<file path="src/rtl/unit_clause_scan_ctrl.sv">
// Unit-propagation front end: streams clauses from the clause RAM through a
// unit-clause finder and stops on the first unit clause or conflict.

module find_unit_clause #(
    parameter int WIDTH = 9
) (
    input  logic [3*WIDTH-1:0] clause,
    input  logic               active,
    input  logic [2:0]         mask,
    output logic               unit_clause_detected,
    output logic [WIDTH-1:0]   unit_clause
);
    always_comb begin
        unit_clause_detected = 1'b0;
        unit_clause          = '0;
        if (active) begin
            case (mask)
                3'b001: begin
                    unit_clause_detected = 1'b1;
                    unit_clause          = clause[WIDTH-1:0];
                end
                3'b010: begin
                    unit_clause_detected = 1'b1;
                    unit_clause          = clause[2*WIDTH-1:WIDTH];
                end
                3'b100: begin
                    unit_clause_detected = 1'b1;
                    unit_clause          = clause[3*WIDTH-1:2*WIDTH];
                end
                default: ;
            endcase
        end
    end
endmodule

module unit_clause_scan_ctrl #(
    parameter int WIDTH = 9,
    parameter int IDX_W = 6
) (
    input  logic               clk,
    input  logic               rst_n,
    input  logic               start,
    input  logic               abort,
    input  logic [IDX_W:0]     num_clauses,
    output logic               mem_rd_en,
    output logic [IDX_W-1:0]   mem_rd_addr,
    input  logic [3*WIDTH-1:0] mem_rd_data,
    input  logic               mem_rd_active,
    input  logic [2:0]         mem_rd_mask,
    output logic               busy,
    output logic               done,
    output logic               unit_found,
    output logic               conflict,
    output logic [WIDTH-1:0]   unit_literal,
    output logic [IDX_W-1:0]   hit_index,
    output logic [IDX_W:0]     scan_count
);
    typedef enum logic [1:0] {IDLE, SCAN, DRAIN, FINISH} state_t;

    localparam logic [IDX_W-1:0] ADDR_ONE = {{(IDX_W-1){1'b0}}, 1'b1};
    localparam logic [IDX_W:0]   CNT_ONE  = {{IDX_W{1'b0}}, 1'b1};

    state_t             state, state_d;
    logic [IDX_W:0]     n_lat, n_lat_d;
    logic               pipe_v, pipe_v_d;
    logic [IDX_W-1:0]   pipe_idx, pipe_idx_d;
    logic               rd_en_d, done_d, unit_found_d, conflict_d;
    logic [IDX_W-1:0]   rd_addr_d, hit_index_d;
    logic [WIDTH-1:0]   unit_literal_d;
    logic [IDX_W:0]     scan_count_d;

    logic               fu_det;
    logic [WIDTH-1:0]   fu_lit;
    logic               hit_conf, hit_unit, last_addr;

    find_unit_clause #(.WIDTH(WIDTH)) u_find (
        .clause               (mem_rd_data),
        .active               (mem_rd_active),
        .mask                 (mem_rd_mask),
        .unit_clause_detected (fu_det),
        .unit_clause          (fu_lit)
    );

    assign busy      = (state != IDLE);
    assign hit_conf  = pipe_v && mem_rd_active && (mem_rd_mask == 3'b000);
    assign hit_unit  = pipe_v && !hit_conf && fu_det;
    assign last_addr = ({1'b0, mem_rd_addr} == (n_lat - CNT_ONE));

    always_comb begin
        state_d        = state;
        n_lat_d        = n_lat;
        rd_en_d        = mem_rd_en;
        rd_addr_d      = mem_rd_addr;
        pipe_v_d       = 1'b0;
        pipe_idx_d     = pipe_idx;
        done_d         = 1'b0;
        unit_found_d   = unit_found;
        conflict_d     = conflict;
        unit_literal_d = unit_literal;
        hit_index_d    = hit_index;
        scan_count_d   = scan_count;

        if ((state == SCAN || state == DRAIN) && !abort && pipe_v) begin
            scan_count_d = scan_count + CNT_ONE;
            if (hit_conf) begin
                conflict_d  = 1'b1;
                hit_index_d = pipe_idx;
            end else if (hit_unit) begin
                unit_found_d   = 1'b1;
                unit_literal_d = fu_lit;
                hit_index_d    = pipe_idx;
            end
        end

        case (state)
            IDLE: begin
                if (start) begin
                    n_lat_d        = num_clauses;
                    unit_found_d   = 1'b0;
                    conflict_d     = 1'b0;
                    unit_literal_d = '0;
                    hit_index_d    = '0;
                    scan_count_d   = '0;
                    rd_addr_d      = '0;
                    if (num_clauses == '0) begin
                        state_d = FINISH;
                    end else begin
                        state_d = SCAN;
                        rd_en_d = 1'b1;
                    end
                end
            end
            SCAN: begin
                if (abort) begin
                    state_d = IDLE;
                    rd_en_d = 1'b0;
                end else if (hit_conf || hit_unit) begin
                    state_d = FINISH;
                    rd_en_d = 1'b0;
                    done_d  = 1'b1;
                end else begin
                    pipe_v_d   = 1'b1;
                    pipe_idx_d = mem_rd_addr;
                    if (last_addr) begin
                        rd_en_d = 1'b0;
                        state_d = DRAIN;
                    end else begin
                        rd_addr_d = mem_rd_addr + ADDR_ONE;
                    end
                end
            end
            DRAIN: begin
                if (abort) begin
                    state_d = IDLE;
                end else begin
                    state_d = FINISH;
                    done_d  = 1'b1;
                end
            end
            FINISH: begin
                // Hits arrive here with done already raised; an empty scan
                // arrives with done low and raises it here for one cycle.
                if (done) begin
                    state_d = IDLE;
                end else begin
                    done_d = 1'b1;
                end
            end
            default: state_d = IDLE;
        endcase
    end

    always_ff @(posedge clk or negedge rst_n) begin
        if (!rst_n) begin
            state        <= IDLE;
            n_lat        <= '0;
            pipe_v       <= 1'b0;
            pipe_idx     <= '0;
            mem_rd_en    <= 1'b0;
            mem_rd_addr  <= '0;
            done         <= 1'b0;
            unit_found   <= 1'b0;
            conflict     <= 1'b0;
            unit_literal <= '0;
            hit_index    <= '0;
            scan_count   <= '0;
        end else begin
            state        <= state_d;
            n_lat        <= n_lat_d;
            pipe_v       <= pipe_v_d;
            pipe_idx     <= pipe_idx_d;
            mem_rd_en    <= rd_en_d;
            mem_rd_addr  <= rd_addr_d;
            done         <= done_d;
            unit_found   <= unit_found_d;
            conflict     <= conflict_d;
            unit_literal <= unit_literal_d;
            hit_index    <= hit_index_d;
            scan_count   <= scan_count_d;
        end
    end
endmodule

</file>
<file path="config.mk">
export PLATFORM = sky130hd
export DESIGN_NAME = unit_clause_scan_ctrl
export DESIGN_NICKNAME = d
export VERILOG_FILES = /design/src/rtl/unit_clause_scan_ctrl.sv
export SDC_FILE = /design/constraint.sdc
export NUM_CORES = 1
export LEC_CHECK = 0
export CELL_PAD_IN_SITES_DETAIL_PLACEMENT = 0
export CELL_PAD_IN_SITES_GLOBAL_PLACEMENT = 2
export CORE_MARGIN = 1.5
export CORE_UTILIZATION = 30
export CTS_CLUSTER_SIZE = 12
export DETAILED_ROUTE_END_ITERATION = 7
export HOLD_SLACK_MARGIN = 0.1
export PLACE_DENSITY_LB_ADDON = 0.08
export RECOVER_POWER = 100
export SLEW_MARGIN = 10
export SYNTH_ARGS = -nofsm -noshare
export SYNTH_HDL_FRONTEND = slang
export SYNTH_SLANG_ARGS = --single-unit
</file>
<file path="constraint.sdc">
create_clock -name clk -period 3.5 [get_ports clk]
set_input_delay 0.7 -clock clk [delete_from_list [all_inputs] [get_ports clk]]
set_output_delay 0.7 -clock clk [all_outputs]
set_load 0.01 [all_outputs]
</file>
# Word-level counts from Yosys, hierarchy flattened
# Cells that the tools add are included.
dict set report op_classes {
  add_sub_neg 3
  n_eq_ne 14
  mux 53
  bitwise_logic 2
  reduce_logical 21
}
# operator count
set op_table {}
lappend op_table {{2-to-1 mux 6 bit} 9}
lappend op_table {{2-to-1 mux 9 bit} 6}
lappend op_table {{case mux 9 bit (3 select lines)} 1}
lappend op_table {{2-to-1 mux 1 bit} 23}
lappend op_table {{2-to-1 mux 7 bit} 3}
lappend op_table {{2-to-1 mux 2 bit} 7}
lappend op_table {{inequality test 2 bit (second input constant)} 6}
lappend op_table {{case mux 6 bit (2 select lines)} 1}
lappend op_table {{case mux 2 bit (4 select lines)} 1}
lappend op_table {{adder 7 x 1 -> 7 bit (second input constant)} 1}
lappend op_table {{equality test 6 x 7 -> 1 bit} 1}
lappend op_table {{logical NOT 7 bit} 1}
lappend op_table {{subtractor 7 x 1 -> 7 bit (second input constant)} 1}
lappend op_table {{adder 6 x 1 -> 6 bit (second input constant)} 1}
lappend op_table {{logical AND 1 bit} 6}
lappend op_table {{AND reduction 3 bit} 2}
lappend op_table {{AND reduction 5 bit} 1}
lappend op_table {{equality test 2 bit (second input constant)} 2}
lappend op_table {{inequality test 4 x 3 -> 1 bit (second input constant)} 1}
lappend op_table {{AND reduction 4 bit} 1}
lappend op_table {{nonzero test 2 bit} 2}
lappend op_table {{equality test 3 x 1 -> 1 bit (second input constant)} 1}
lappend op_table {{equality test 3 x 2 -> 1 bit (second input constant)} 1}
lappend op_table {{equality test 3 bit (second input constant)} 1}
lappend op_table {{other kinds (10)} 13}
dict set report totals {
  register_bits 48
  output_inout_bits 33
  wordCells 105
}

# Depth between registers and ports, before layout
# Gate-level depths: netlist of the first run.
dict set report depth {
  word_depth 10
  ltp_mapped 10
  mapped_depth_nobuf 8
}

# Hierarchy
# A second synthesis of the first run with hierarchy kept.
dict set report hier_totals {
  hier_cells 277
  area_unflattened_um2 2813.9
}
# module instances cells_per_inst area_per_inst_um2
set modules_own_cells {}
lappend modules_own_cells {unit_clause_scan_ctrl 1 231 2473.6}
lappend modules_own_cells {find_unit_clause 1 46 340.3}

# Worst setup path after synthesis of the first run
# OpenSTA, ideal clock, no wires.
dict set report synth_path {
  kind {input to register}
  from {input mem_rd_mask[2]}
  to {register mem_rd_addr[5]}
  setup_ns 0.126
  t_arrival_ns 2.204
  required_time_ns 3.374
  path_slack_ns 1.170
  path_stages 8
  n_path_buf 1
  cell_sequence {maj3_1 -> nor2_1 -> or3_1 -> buf_6 -> clkinv_4 -> o311ai_2 -> mux2_1 -> a221o_1}
}
dict set report synth_between {
  elab_chain_cells 8
  elab_cells_between_ends 14
  classes_between {4 x eq/ne; 2 x mux; 8 x reduce/logical}
}
# item line
set synth_rtl {}
lappend synth_rtl {{start, declared} 49} ;# input logic [2:0] mem_rd_mask,
lappend synth_rtl {{equality test 3 x 1 -> 1 bit, or another cell as far along} 17} ;# case (mask)
lappend synth_rtl {{OR reduction 3 bit (no source line) / logical AND 1 bit (equally long branches)} --}
lappend synth_rtl {{2-to-1 mux 1 bit / logical NOT 1 bit (equally long branches)} {17, 86}}
lappend synth_rtl {{2-to-1 mux 1 bit / logical AND 1 bit (equally long branches)} {16, 86}}
lappend synth_rtl {{logical AND 1 bit} 86} ;# assign hit_unit = pipe_v && !hit_conf && fu_det;
lappend synth_rtl {{logical OR 1 bit *} 137} ;# end else if (hit_conf || hit_unit) begin
lappend synth_rtl {{inequality test 2 bit (no source line) *} --}
lappend synth_rtl {{AND reduction 5 bit (no source line) *} --}
lappend synth_rtl {{end signal, assigned} 193} ;# mem_rd_addr <= rd_addr_d;
lappend synth_rtl {{end, declared} 46} ;# output logic [IDX_W-1:0] mem_rd_addr,
# Every way passes the cells marked *; elsewhere a longest branch is shown, timed or not.
# A chain may end at the register's enable or synchronous reset.

# Final worst setup path of the first run
dict set report layout_path {
  from {input mem_rd_mask[2]}
  to {register state[1]}
}
dict set report layout_between {
  elab_chain_cells 9
  elab_cells_between_ends 17
  classes_between {4 x eq/ne; 5 x mux; 8 x reduce/logical}
}
# item line
set layout_rtl {}
lappend layout_rtl {{equality test 3 x 1 -> 1 bit, or another cell as far along} 17}
lappend layout_rtl {{OR reduction 3 bit (no source line) / logical AND 1 bit (equally long branches)} --}
lappend layout_rtl {{2-to-1 mux 1 bit / logical NOT 1 bit (equally long branches)} {17, 86}}
lappend layout_rtl {{2-to-1 mux 1 bit / logical AND 1 bit (equally long branches)} {16, 86}}
lappend layout_rtl {{logical AND 1 bit} 86}
lappend layout_rtl {{logical OR 1 bit *} 137}
lappend layout_rtl {{2-to-1 mux 2 bit} 137}
lappend layout_rtl {{2-to-1 mux 2 bit} 134} ;# if (abort) begin
lappend layout_rtl {{case mux 2 bit (4 select lines)} 115} ;# case (state)
lappend layout_rtl {{end signal, assigned} 188} ;# state <= state_d;
lappend layout_rtl {{end, declared} 63} ;# state_t state, state_d;
# Marks and branches as above.

==> results.py, run 1 <==
metrics = {
    "clocking": {
        "cts_resized": 0,
        "cts.root.buffer_cell": "clkbuf_8",
        "htreeDepth": 2,
        "postCtsSetupBuffers": 0,
        "clk_pin_slew_ns": 0.10,
        "clkLatencyLatePin_ns": 0.31,
        "cts_tree": "yes",
        "clkSinkCount": 48,
        "hold_buffers": 0,
        "clockBufferDepth": 2,
        "cts_inserted_buffers": 5,
    },
    "floorplanning": {
        "die_w_microns": 96.3,
        "dieArea_sq_mm": 0.00928,
        "start_util_pct": 31.3,
        "num_io_pins": 75,
        "row_count": 33,
        "die_h_microns": 96.3,
        "coreArea_sq_mm": 0.00834,
    },
    "layout": {
        "synthToLayoutAreaGrowth_pct": 36.8,
        "regArea_sq_mm": 0.00120,
        "drive_gt1_share_pct": 4.96,
        "fill_cells": 844,
        "diodes": 0,
        "fin_util_pct": 42.8,
        "multi_input_area_sq_mm": 0.00130,
        "fin_cells": 468,
        "final_area_sq_mm": 0.00357,
        "nNetsFinal": 412,
    },
    "critical_path": {
        "cp-start-kind": "input port",
        "crit_type": "in2reg",
        "critical_path_required_ns": 3.70,
        "path_max_fanout": 14,
        "end_kind": "flip-flop",
        "worst_ep_arrival_time_ns": 3.29,
    },
    "sta": {
        "fin_crit_ns": 3.09,
        "rsz0062_at_grt": "no",
        "fmaxAchievable_mhz": 323,
        "fin_crit_sh_pct": 88.3,
        "relSlewSlack_pct": 2.78,
        "fin_ws_ns": 0.408,
        "finalMaxSlewViolations": 0,
        "tightestPinTransition_ns": 1.46,
        "finalHoldWorstSlack_ns": 0.493,
        "tns_ns": 0,
        "setup_violations": 0,
        "hold_viol_final": 0,
        "fin_worst_skew_ns": 0.00876,
    },
    "pwr": {
        "p_total_mw": 2.46,
        "p_per_area_mw_per_mm2": 688,
        "vdd_drop_max_uv": 195,
        "p_leak_nw": 1.61,
    },
    "synthesis": {
        "synth_seq_cells": 48,
        "avgSynthCellArea_sq_um": 9.13,
        "synth_nets": 336,
        "synth_flop_cell": "dfrtp_1",
        "synthArstFlopShare_pct": 100,
        "synth-edff-count": 0,
        "yosysSeqAreaShare_pct": 46.0,
        "netlist_instances": 286,
        "synth_area_sq_mm": 0.00261,
        "yosysWarnings": 0,
        "synthDistinctLibCells": 47,
    },
    "min_path": {
        "hp-class": "reg2reg",
    },
    "route": {
        "drt-total-wl_microns": 6610,
        "drtIter0Drc": 70,
        "drtPass1Iterations": 4,
        "antenna_left": 0,
        "post_drt_wl_per_cell_microns": 14.1,
        "route.detailed.drc": 0,
        "num_vias": 2255,
        "vias_per_cell": 4.82,
    },
    "global_route": {
        "grt_max_degree": 49,
        "grt_pass1_wl_microns": 10600,
        "grt_pass1_vias": 2180,
        "overflow": 0,
        "antenna_found_initial": 0,
        "grt.total_usage_pct": 14.9,
    },
    "place": {
        "place_inst": 459,
        "gp_congestion": 0.755,
        "dpl.hpwl_microns": 4870,
        "portBuffers": 74,
        "place_area_sq_mm": 0.00347,
        "dp_slack_ns": 0.181,
    },
    "flow_run": {
        "timing.max_cap.violations": 0,
    },
    "run_status": {
        "outcome": "completed",
    },
}
==> final cells by class <==
cell class	instances	share of cell area, %
Clock inverter	3	1.30
Clock buffer	5	1.93
Sequential cell	48	33.6
Timing Repair Buffer	83	22.1
Tap cell	105	3.68
Inverter	8	0.980
Multi-Input combinational cell	216	36.4
==> cell families after synthesis <==
group                    share of synthesized area [%]
XOR/XNOR                                          4.36
AO/OA/AOI/OAI                                     16.3
multiplexers                                      4.31
adder cells (fa/ha/maj)                           4.21
buffers and inverters                             3.98
AND/OR/NAND/NOR                                   20.9
flip-flops                                        46.0
==> registers in the layout, summed over array words and instances (netlist names) <==
name and cells:
conflict 1, mem_rd_en 1, n_lat 7, pipe_idx 6, hit_index 6, scan_count 7, done 1, unit_found 1
unit_literal 9, mem_rd_addr 6, pipe_v 1, state 2
==> layout by cell type, fill, tap and decap left out, types with 3 or more instances in the layout <==
cell type        count
o21a_1               3
a22oi_1              9
nand3_1              8
clkbuf_8             5
nand2_1             50
o21ai_0              5
clkdlybuf4s50_1     37
dlygate4sd3_1       36
dfrtp_1             48
a21oi_1             12
nor4_1               3
xnor2_1              5
a211oi_1             9
ha_1                 8
mux2i_1              9
inv_1                7
nor2_1              44
nor3_1               3
nand2b_1             4
buf_4                6
clkbuf_1             4
xor2_1               8
==> worst max-delay path, stage by stage <==
cell	delay [ns]
dlygate4sd3_1	0.61
maj3_1	0.42
nor2_1	0.16
or3_1	0.34
clkinv_4	0.14
o31ai_2	0.28
and3_1	0.32
mux2_1	0.32
==> metal layers <==
| metal | GRT usage [%] | share of wire [%] |
|---|---|---|
| met4 | 4.71 | 1.3 |
| met1 | 19.1 | 45 |
| met5 | 0 | 0 |
| met3 | 3.24 | 6.2 |
| met2 | 24.9 | 47 |
==> where the power goes <==
group          internal (mW)  switching (mW)  leakage (nW)
clock network          0.215           0.201        0.0548
logic                  0.527           0.598         0.926
registers              0.731           0.189         0.626
total                   1.47           0.987          1.61
==> Yosys cell counts, drive strengths merged (2+ instances only) <==
cell | n | share of area, %
mux2i | 9 | 3.4
inv | 7 | 1.0
xnor2 | 5 | 1.7
clkbuf | 11 | 1.6
a311o | 2 | 0.77
ha | 8 | 3.8
dfrtp | 48 | 46
a21oi | 12 | 2.3
nand2b | 4 | 0.96
o21a | 3 | 0.86
nand2 | 50 | 7.2
nor4b | 2 | 0.67
mux2 | 2 | 0.86
and4 | 2 | 0.67
a211oi | 9 | 2.6
xor2 | 8 | 2.7
a22oi | 9 | 2.6
o21ai | 5 | 0.96
nor3 | 3 | 0.57
o211ai | 2 | 0.57
a31o | 2 | 0.67
and3 | 2 | 0.48
o2bb2ai | 2 | 0.67
nand3 | 8 | 1.5
o31ai | 3 | 1.1
nor2b | 2 | 0.48
nor2 | 44 | 6.3
buf | 3 | 1.1
nor4 | 3 | 0.72
==> path summary, 6_finish.rpt <==
check | slack, ns | from | to | depth (start not counted)
max reg2reg | 0.54 | n_lat[0] | state[1] | 8
min | 0.49 | pipe_idx[3] | pipe_idx[3] | 2
max | 0.41 | mem_rd_mask[2] | state[1] | 8
min in group asynchronous | 0.61 | rst_n | scan_count[2] | 1
max in group asynchronous | 0.97 | rst_n | n_lat[0] | 2
min reg2reg | 0.49 | pipe_idx[3] | pipe_idx[3] | 2
No activity file was read; power rests on OpenSTA's default activity.
==> inputs of run 2 (changes only) <==
- CAP_MARGIN: unset -> 10
- SETUP_SLACK_MARGIN: unset -> 0.5
==> results.py, run 2 (synthesis results as in run 1) <==
metrics = {
    "run_status": {
        "outcome": "completed",
    },
    "pwr": {
        "swShare_pct": 40.6,
        "combPwrFrac_pct": 46.2,
        "seqPwrFrac_pct": 37.0,
        "vdd_drop_max_uv": 180,
        "p_int_mw": 1.48,
        "p_clk_share_pct": 16.8,
        "switchingPower_mw": 1.01,
        "p_per_area_mw_per_mm2": 693,
        "p_leak_nw": 1.61,
    },
    "sta": {
        "setup_violations": 0,
        "finalMaxSlewViolations": 0,
        "relSlewSlack_pct": 2.71,
        "tightestPinTransition_ns": 1.46,
        "fin_crit_sh_pct": 84.6,
        "fmaxAchievable_mhz": 338,
        "fin_worst_skew_ns": 0.00895,
        "rsz0062_at_grt": "no",
        "tns_ns": 0,
        "hold_viol_final": 0,
        "fin_crit_ns": 2.96,
    },
    "place": {
        "dpl.hpwl_microns": 4870,
        "gp_congestion": 0.755,
        "place_inst": 459,
        "portBuffers": 74,
    },
    "route": {
        "vias_per_cell": 4.83,
        "num_vias": 2261,
        "post_drt_wl_per_cell_microns": 14.1,
        "antenna_left": 0,
        "drtPass1Iterations": 4,
        "drtIter0Drc": 61,
        "route.detailed.drc": 0,
        "drt-total-wl_microns": 6580,
    },
    "floorplanning": {
        "start_util_pct": 31.3,
        "die_h_microns": 96.3,
        "die_w_microns": 96.3,
        "dieArea_sq_mm": 0.00928,
        "coreArea_sq_mm": 0.00834,
        "row_count": 33,
        "num_io_pins": 75,
    },
    "global_route": {
        "grt_pass1_vias": 2180,
        "antenna_found_initial": 0,
        "grt_max_degree": 49,
        "grt.total_usage_pct": 14.9,
        "overflow": 0,
        "grt_pass1_wl_microns": 10600,
    },
    "layout": {
        "reg_top3": "unit_literal: 9 flops, n_lat: 7 flops, scan_count: 7 flops",
        "final_common_cell": "nand2_1",
        "fin_cells": 468,
        "top_register": "unit_literal",
        "synthToLayoutAreaGrowth_pct": 37.4,
        "final_cell_mix": "nand2_1 (50), dfrtp_1 (48), nor2_1 (44), clkdlybuf4s50_1 (37), dlygate4sd3_1 (36)",
        "largest_register_ffs": 9,
        "diodes": 0,
        "fin_util_pct": 43.0,
        "drive_gt1_share_pct": 5.23,
        "nNetsFinal": 412,
    },
    "critical_path": {
        "critical_path_required_ns": 3.70,
        "r2r_end": "mem_rd_addr[5]",
        "end_kind": "flip-flop",
        "crit_type": "in2reg",
        "path_max_fanout": 14,
        "r2r_slack_ns": 0.80,
        "cp-start-kind": "input port",
        "regToRegStartpoint": "state[1]",
        "worst_ep_arrival_time_ns": 3.16,
        "worstRegToRegCells": 8,
    },
    "min_path": {
        "hold_path_depth": 2,
        "holdPathEnd": "pipe_idx[4]",
        "hp-class": "reg2reg",
        "hp-start": "pipe_idx[4]",
    },
    "clocking": {
        "clkSinkCount": 48,
        "cts.root.buffer_cell": "clkbuf_8",
        "postCtsSetupBuffers": 0,
        "cts_inserted_buffers": 5,
        "clk_pin_slew_ns": 0.10,
        "cts_tree": "yes",
        "clkLatencyLatePin_ns": 0.31,
        "clockBufferDepth": 2,
        "htreeDepth": 2,
    },
    "flow_run": {
        "timing.max_cap.violations": 0,
    },
}
==> run 2: cell count changes in the layout (fill, tap and decap cells not counted) <==
cell	previous run	this run
o311ai_0	1	0
o311ai_2	0	1
o31ai_2	1	0
o31ai_4	0	1
==> run 2: layout make-up <==
type / count / area, sq um
flip-flops and latches: 48 / 1200
well taps: 105 / 131
repair buffers: 83 / 791
clock inverters: 3 / 46.3
multi-input cells: 216 / 1320
inverters: 8 / 35.0
clock buffers: 5 / 68.8
fillers: 844 / 4750
==> run 2: critical path, stage by stage <==
cell and delay (ns):
dlygate4sd3_1 0.61, maj3_1 0.42, nor2_1 0.17, or3_1 0.32
clkinv_4 0.15, o31ai_4 0.18, and3_1 0.29, mux2_1 0.32
==> run 2: what timing repair did <==
| item | in CTS | in global routing |
|---|---|---|
| hold buffers | 0 | 0 |
| setup endpoints to repair | 0 | 1 |
| gates resized for setup | 0 | 2 |
==> run 2: worst max-delay path by stage <==
stage                    from        endpoint  depth (start not counted)
6_report       mem_rd_mask[2]        state[1]                          8
4_1_cts        mem_rd_mask[2]        state[1]                          8
3_3_place_gp   mem_rd_mask[2]        state[1]                          8
5_1_grt        mem_rd_mask[2]        state[1]                          8
2_1_floorplan  mem_rd_mask[2]  mem_rd_addr[5]                          8
3_5_place_dp   mem_rd_mask[2]        state[1]                          8
==> run 2: per-stage QoR <==
stage / instance area (sq um) / power [mW] / hold WS (ns) / setup WS [ns]
after floorplan: 2610 / 1.67 / 0.404 / 1.17
after global placement: 3470 / 2.13 / 0.470 / 0.274
after detailed placement: 3470 / 2.12 / 0.470 / 0.181
after CTS: 3590 / 2.56 / 0.495 / 0.521
after global routing: 3590 / 2.70 / 0.512 / 0.388
final: 3590 / 2.49 / 0.490 / 0.538
==> run 2: power groups by stage <==
stage | Sequential [mW] | Clock, mW | Combinational [mW]
floorplan | 0.903 | 0 | 0.768
global placement | 0.936 | 0 | 1.19
detailed placement | 0.935 | 0 | 1.19
CTS | 0.927 | 0.435 | 1.19
global route | 0.950 | 0.455 | 1.30
finish | 0.919 | 0.418 | 1.15
==> run 2: layer usage <==
metal,up-vias,global-route usage [%],share of wire (%)
met5,-,0,0
met1,1048,19.1,45
met3,6,3.24,5.8
met4,0,4.71,1.3
met2,59,24.9,48
li1,1148,-,-
